<file path="config.mk">
export PLATFORM = sky130hd
export DESIGN_NAME = dmem_responder
export DESIGN_NICKNAME = d
export VERILOG_FILES = /design/src/rtl/dmem_responder.sv
export SDC_FILE = /design/constraint.sdc
export NUM_CORES = 2
export LEC_CHECK = 0
export CORE_ASPECT_RATIO = 0.75
export CORE_MARGIN = 4
export CORE_UTILIZATION = 25
export DETAILED_ROUTE_END_ITERATION = 6
export PLACE_DENSITY = 0.36
export SYNTH_ARGS = -nofsm -noshare
export SYNTH_HDL_FRONTEND = slang
export SYNTH_SLANG_ARGS = --single-unit
export TNS_END_PERCENT = 50
</file>
<file path="constraint.sdc">
create_clock -name clk -period 4.1 [get_ports clk]
set_input_delay 0.82 -clock clk [delete_from_list [all_inputs] [get_ports clk]]
set_output_delay 0.82 -clock clk [all_outputs]
set_load 0.03 [all_outputs]
</file>
<file path="src/rtl/dmem_responder.sv">
// dmem_responder
//   Multi-cycle, byte-addressable, little-endian data memory for the MEM stage.
//   One request is outstanding at a time. The storage is read and written only on
//   the edge that enters RESP. A response is held until the consumer accepts it.
//   busy tells the hazard unit to freeze the pipe while an access is in flight.
//   start is the asynchronous active-low reset. It also clears every storage word.
module dmem_responder #(
    parameter int DEPTH   = 64,   // number of 32-bit words
    parameter int LATENCY = 2     // accept edge to resp_valid, 1..15 cycles
) (
    input  logic        clk,
    input  logic        start,
    input  logic        req_valid,
    output logic        req_ready,
    input  logic        req_write,
    input  logic [1:0]  req_size,
    input  logic        req_unsigned,
    input  logic [31:0] req_addr,
    input  logic [31:0] req_wdata,
    output logic        resp_valid,
    input  logic        resp_ready,
    output logic [31:0] resp_rdata,
    output logic        resp_err,
    output logic        busy
);

    localparam int IDX_W = $clog2(DEPTH);

    localparam logic [1:0] SZ_BYTE = 2'b00;
    localparam logic [1:0] SZ_HALF = 2'b01;
    localparam logic [1:0] SZ_WORD = 2'b10;

    typedef enum logic [1:0] {
        IDLE = 2'd0,
        WAIT = 2'd1,
        RESP = 2'd2
    } state_t;

    state_t      state;
    state_t      state_nxt;
    logic [3:0]  cnt;
    logic        alive;        // low during reset, high from the first edge after release
    logic        accept;
    logic        enter_resp;
    logic        resp_hs;

    // Request captured at acceptance
    logic        rq_write;
    logic [1:0]  rq_size;
    logic        rq_unsigned;
    logic [31:0] rq_addr;
    logic [31:0] rq_wdata;

    // Request seen by the storage on the access edge
    logic        a_write;
    logic [1:0]  a_size;
    logic        a_unsigned;
    logic [31:0] a_addr;
    logic [31:0] a_wdata;

    logic [1:0]       lane;
    logic [IDX_W-1:0] idx;
    logic             a_err;
    logic [31:0]      rd_word;
    logic [7:0]       rd_byte;
    logic [15:0]      rd_half;
    logic [31:0]      ld_data;
    logic [3:0]       be;
    logic [31:0]      wr_rep;
    logic [31:0]      st_word;
    logic             commit;

    logic [31:0] mem [DEPTH];

    // State register
    always_ff @(posedge clk or negedge start) begin
        if (!start) begin
            state <= IDLE;
        end else begin
            // NOTE: sequential state uses <= so every flop samples pre-edge values.
            state <= state_nxt;
        end
    end

    // Next state, handshake outputs and access strobes
    always_comb begin
        // NOTE: every output gets a default first, so no path can infer a latch.
        state_nxt  = state;
        req_ready  = 1'b0;
        resp_valid = 1'b0;
        busy       = 1'b1;
        accept     = 1'b0;
        enter_resp = 1'b0;
        resp_hs    = 1'b0;
        case (state)
            IDLE: begin
                busy      = 1'b0;
                req_ready = alive;
                if (req_valid && alive) begin
                    accept = 1'b1;
                    if (LATENCY == 1) begin
                        state_nxt  = RESP;
                        enter_resp = 1'b1;
                    end else begin
                        state_nxt = WAIT;
                    end
                end
            end
            WAIT: begin
                if (cnt == 4'd1) begin
                    state_nxt  = RESP;
                    enter_resp = 1'b1;
                end
            end
            RESP: begin
                resp_valid = 1'b1;
                if (resp_ready) begin
                    resp_hs   = 1'b1;
                    state_nxt = IDLE;
                end
            end
            default: state_nxt = IDLE;
        endcase
    end

    // Ready enable and latency counter
    always_ff @(posedge clk or negedge start) begin
        if (!start) begin
            alive <= 1'b0;
            cnt   <= '0;
        end else begin
            alive <= 1'b1;
            if (accept) begin
                cnt <= 4'(LATENCY - 1);
            end else if (state == WAIT) begin
                cnt <= cnt - 4'd1;
            end
        end
    end

    // Request capture on the acceptance edge
    always_ff @(posedge clk or negedge start) begin
        if (!start) begin
            rq_write    <= 1'b0;
            rq_size     <= '0;
            rq_unsigned <= 1'b0;
            rq_addr     <= '0;
            rq_wdata    <= '0;
        end else if (accept) begin
            rq_write    <= req_write;
            rq_size     <= req_size;
            rq_unsigned <= req_unsigned;
            rq_addr     <= req_addr;
            rq_wdata    <= req_wdata;
        end
    end

    // Select the access source: with LATENCY==1 the access edge is also the accept edge
    always_comb begin
        a_write    = rq_write;
        a_size     = rq_size;
        a_unsigned = rq_unsigned;
        a_addr     = rq_addr;
        a_wdata    = rq_wdata;
        if (state == IDLE) begin
            a_write    = req_write;
            a_size     = req_size;
            a_unsigned = req_unsigned;
            a_addr     = req_addr;
            a_wdata    = req_wdata;
        end
    end

    // Error decode, lane extraction for loads, and lane merge for stores
    always_comb begin
        lane  = a_addr[1:0];
        idx   = a_addr[IDX_W+1:2];
        a_err = (a_size == 2'b11)
             || (a_size == SZ_HALF && a_addr[0])
             || (a_size == SZ_WORD && a_addr[1:0] != 2'b00)
             || (a_addr[31:2] >= 30'(DEPTH));

        rd_word = mem[idx];
        rd_byte = rd_word[{lane, 3'b000} +: 8];
        rd_half = rd_word[{lane[1], 4'b0000} +: 16];

        ld_data = '0;
        be      = 4'b0000;
        wr_rep  = a_wdata;
        case (a_size)
            SZ_BYTE: begin
                ld_data = a_unsigned ? {24'h0, rd_byte} : {{24{rd_byte[7]}}, rd_byte};
                be      = 4'b0001 << lane;
                wr_rep  = {4{a_wdata[7:0]}};
            end
            SZ_HALF: begin
                ld_data = a_unsigned ? {16'h0, rd_half} : {{16{rd_half[15]}}, rd_half};
                be      = lane[1] ? 4'b1100 : 4'b0011;
                wr_rep  = {2{a_wdata[15:0]}};
            end
            SZ_WORD: begin
                ld_data = rd_word;
                be      = 4'b1111;
            end
            default: ;
        endcase
        if (a_write || a_err) begin
            ld_data = '0;
        end

        st_word = rd_word;
        for (int b = 0; b < 4; b++) begin
            if (be[b]) begin
                st_word[8*b +: 8] = wr_rep[8*b +: 8];
            end
        end

        commit = enter_resp && a_write && !a_err;
    end

    // Storage array: cleared by reset, written only on a committing access edge
    always_ff @(posedge clk or negedge start) begin
        if (!start) begin
            // NOTE: the array is built from resettable flops because reset must clear every word.
            for (int i = 0; i < DEPTH; i++) begin
                mem[i] <= '0;
            end
        end else if (commit) begin
            mem[idx] <= st_word;
        end
    end

    // Response payload: loaded on entering RESP, cleared on the response handshake
    always_ff @(posedge clk or negedge start) begin
        if (!start) begin
            resp_rdata <= '0;
            resp_err   <= 1'b0;
        end else if (enter_resp) begin
            resp_rdata <= ld_data;
            resp_err   <= a_err;
        end else if (resp_hs) begin
            resp_rdata <= '0;
            resp_err   <= 1'b0;
        end
    end

endmodule

</file>
==> impl_metrics.tcl <==
set metrics [dict create \
    outcome "complete, no violations" \
    async_reset_ff_frac 1.00 \
    stdcell_count 16200 \
    rsz0062_at_grt "true" \
    finalCritPeriodShare 0.997 \
    viasPerCell 5.21 \
    reg2reg_depth 17 \
    drc 0 \
    maxSlewViolCount 0 \
    gr-total-overflow 0 \
    maxCapViolCount 0 \
    final_cell_mix "2,897 x nand2_1, 2,156 x dfrtp_1, 1,504 x o21ai_0" \
    post-route-util 0.327 \
    vias 84400 \
    synth_area_um2 94000 \
    setup_viol 0 \
    synth_enable_flop_cells 0 \
    worstMarginPinSlew_ns 1.34 \
    globalplace.congestion 0.870 \
    regArea_um2 54000 \
    reg2reg_to "mem[972]$_DFFE_PN0P_" \
    antenna_found_initial 32 \
    htreeDepth 4 \
    die_area_um2 386000 \
    worstHoldStart "req_addr[30]" \
    ys.flop_type "dfrtp_1" \
    ys_warn_count 0 \
    r2r_setup_slack_ns 0.05 \
    grt.total_usage 0.258 \
    ys_seq_area_frac 0.574 \
    grt_pass1_wl_um 702000 \
    yosysUniqueCellTypes 96 \
    syn-mean-instance-area_um2 9.19 \
    relSlewSlack 0.109 \
    critPathMostFrequentCell "buf_4" \
    whs_endpoint "rq_addr[30]$_DFFE_PN0P_" \
    numCtsBuffers 237 \
    path_class "in2reg" \
    dp.cells 15700 \
    dieHeight_um 539 \
    area_growth_pct 29.7 \
    crit_path_end_kind "flip-flop" \
    startpoint_type "input port" \
    drive_gt1_frac 0.186 \
    initial_core_util 0.252 \
    holdPathStages 3 \
    cts.clk_slew.worst_paths_ns 0.06 \
    critPathSlowestCell "clkdlybuf4s50_1" \
    clockBufferDepth 4 \
    max_stage_delay_ns 0.58 \
    port_buffers 107 \
    final_hold_viol_count 0 \
    worstPathMaxFanout 28 \
    min_period_ns 4.09 \
    multi_input_area_um2 37000 \
    final_common_cell "nand2_1" \
    grt_max_degree 105 \
    ant_nets 0 \
    drtPass1Iterations 6 \
    wl_per_cell_um 31.6 \
    grt_pass1_vias 81600 \
    leakage_nw 54.7 \
    regToRegStartpoint "state[1]$_DFFE_PN0P_" \
    cts_sinks 2156 \
    fillerInstances 38600 \
    routed_wl_um 511000 \
    synth_cells 10200 \
    ios 108 \
    fin_worst_skew_ns 0.0580 \
    die_width_um 716 \
    powerDensity_nw_per_um2 870 \
    insertion_delay_ns 0.95 \
    crit_chain "clkdlybuf4s50_1 > buf_4 > or3b_4 > nand2_8 > buf_12 > buf_12 > nand2_1 > a32oi_1 > a31o_2 > nand4_1 > buf_4 > a2111oi_2 > buf_4 > mux2i_4 > clkbuf_16 > o21ai_0" \
    nets 11100 \
    drtIter0Drc 8820 \
    synth_nets 10300 \
    fmax_ghz 0.245 \
    worstPathArrival_ns 4.89 \
    clockRootBuffer "clkbuf_16" \
    dp.final_hpwl_um 351000 \
    fp.coreArea_um2 373000 \
    max-vdd-ir-drop_uv 689 \
    worstPathRequired_ns 4.90 \
    ys_ff_latch 2156 \
    row_count 194 \
    cts_tree "built" \
    worstHoldPathType "in2reg" \
]
==> cell usage after synthesis, types with 14 or more instances <==
| library cell | n | share of area |
|---|---|---|
| buf_4 | 69 | 0.0055 |
| dfrtp_1 | 2156 | 0.57 |
| a22oi_1 | 30 | 0.0024 |
| o22ai_1 | 603 | 0.040 |
| a31oi_1 | 106 | 0.0071 |
| a32oi_1 | 49 | 0.0046 |
| o41ai_1 | 23 | 0.0021 |
| o21ai_2 | 52 | 0.0048 |
| nor4_1 | 73 | 0.0049 |
| nand2_1 | 2965 | 0.12 |
| inv_1 | 15 | 0.00060 |
| buf_6 | 63 | 0.0075 |
| nor2_1 | 207 | 0.0083 |
| o211ai_1 | 25 | 0.0020 |
| nand4_1 | 20 | 0.0013 |
| a211oi_1 | 66 | 0.0053 |
| mux4_2 | 16 | 0.0038 |
| nor3_1 | 62 | 0.0033 |
| mux2_2 | 14 | 0.0017 |
| buf_1 | 16 | 0.00064 |
| a21oi_2 | 24 | 0.0022 |
| a21oi_1 | 194 | 0.010 |
| nor2b_1 | 17 | 0.0011 |
| nand2b_1 | 14 | 0.00093 |
| mux2i_1 | 63 | 0.0067 |
| o21ai_0 | 1549 | 0.082 |
| o21ai_1 | 516 | 0.027 |
| o221ai_1 | 29 | 0.0027 |
| clkbuf_1 | 565 | 0.023 |
| nand3_1 | 157 | 0.0084 |
| and3_1 | 58 | 0.0039 |
| clkbuf_2 | 30 | 0.0016 |
| buf_2 | 192 | 0.010 |
==> worst max-delay path, delay by kind of cell <==
| family | cells | cell delay, ns |
|---|---|---|
| muxes | 1 | 0.12 |
| buffers and inverters | 7 | 1.93 |
| and+or+nand+nor | 4 | 0.86 |
| AOI/OAI and AO/OA | 4 | 1.00 |
==> sequential cells by signal, summed over array words and instances (netlist names) <==
signal / flops
rq_addr: 32
rq_unsigned: 1
rq_write: 1
rq_wdata: 32
resp_rdata: 32
cnt: 4
state: 2
rq_size: 2
mem: 2048
alive: 1
resp_err: 1
==> final cells by class <==
class	instances	share of cell area
repair buffers	1461	0.137
inverters	18	0.000575
clock inverters	71	0.00706
well taps	4998	0.0513
flip-flops and latches	2156	0.443
multi-input cells	7126	0.303
clock buffers	348	0.0576
diodes	7	0.000144
==> where the power goes <==
group	leakage [nW]	switching (W)	internal [W]
clock network	3.91	0.00962	0.0129
registers	30.0	0.000274	0.0216
logic	20.8	0.0409	0.0208
total	54.7	0.0508	0.0553
==> worst max-delay path by stage <==
stage	startpoint	cells past startpoint	to	slack [ns]
final	req_addr[4]	16	mem[14]$_DFFE_PN0P_	0.01
after global routing	state[1]$_DFFE_PN0P_	17	mem[1132]$_DFFE_PN0P_	-0.05
after CTS	state[0]$_DFFE_PN0P_	17	mem[46]$_DFFE_PN0P_	-0.01
after detailed placement	req_addr[2]	17	mem[1956]$_DFFE_PN0P_	-1.94
after global placement	req_addr[2]	17	mem[292]$_DFFE_PN0P_	-1.92
after floorplan	req_addr[3]	14	resp_rdata[26]$_DFFE_PN0P_	0.62
==> timing repair <==
| action | in CTS | in global routing |
|---|---|---|
| hold buffers | 1 | 0 |
| hold endpoints to repair | 60 | 0 |
| gates resized for setup | 61 | 134 |
| setup endpoints to repair | 1238 | 1284 |
| pin swaps | 13 | 29 |
| buffers inserted | 20 | 42 |
| gates cloned | 0 | 8 |
==> per-layer routing <==
layer	track usage	vias to the layer above	share of wire
li1	-	37300	-
met3	0.0417	669	0.068
met4	0.0655	6	0.032
met1	0.392	43400	0.48
met5	0	-	0.000070
met2	0.378	3063	0.42
==> logic make-up after synthesis <==
| family | Yosys count | synth area share |
|---|---|---|
| other | 1 | 0.0000399 |
| adder cells (fa/ha/maj) | 2 | 0.000266 |
| buffers and inverters | 953 | 0.0488 |
| flip-flops | 2156 | 0.574 |
| AO/OA/AOI/OAI | 3375 | 0.206 |
| multiplexers | 100 | 0.0133 |
| XOR/XNOR | 2 | 0.000186 |
| AND/OR/NAND/NOR | 3645 | 0.157 |
==> stage by stage <==
step / total power (W) / TNS (ns) / setup slack (ns) / instance area (um^2) / hold slack, ns
after global routing: 0.109 / -0.478 / -0.0477 / 122000 / 0.410
after CTS: 0.104 / -0.0164 / -0.00963 / 121000 / 0.370
after floorplan: 0.0445 / 0 / 0.615 / 94000 / 0.437
after detailed placement: 0.0803 / -1982.43 / -1.94 / 112000 / 0.459
after global placement: 0.0803 / -2044.14 / -1.92 / 112000 / 0.454
final: 0.106 / 0 / 0.0103 / 122000 / 0.429
Note: power is estimated with default switching activity, not from simulation.
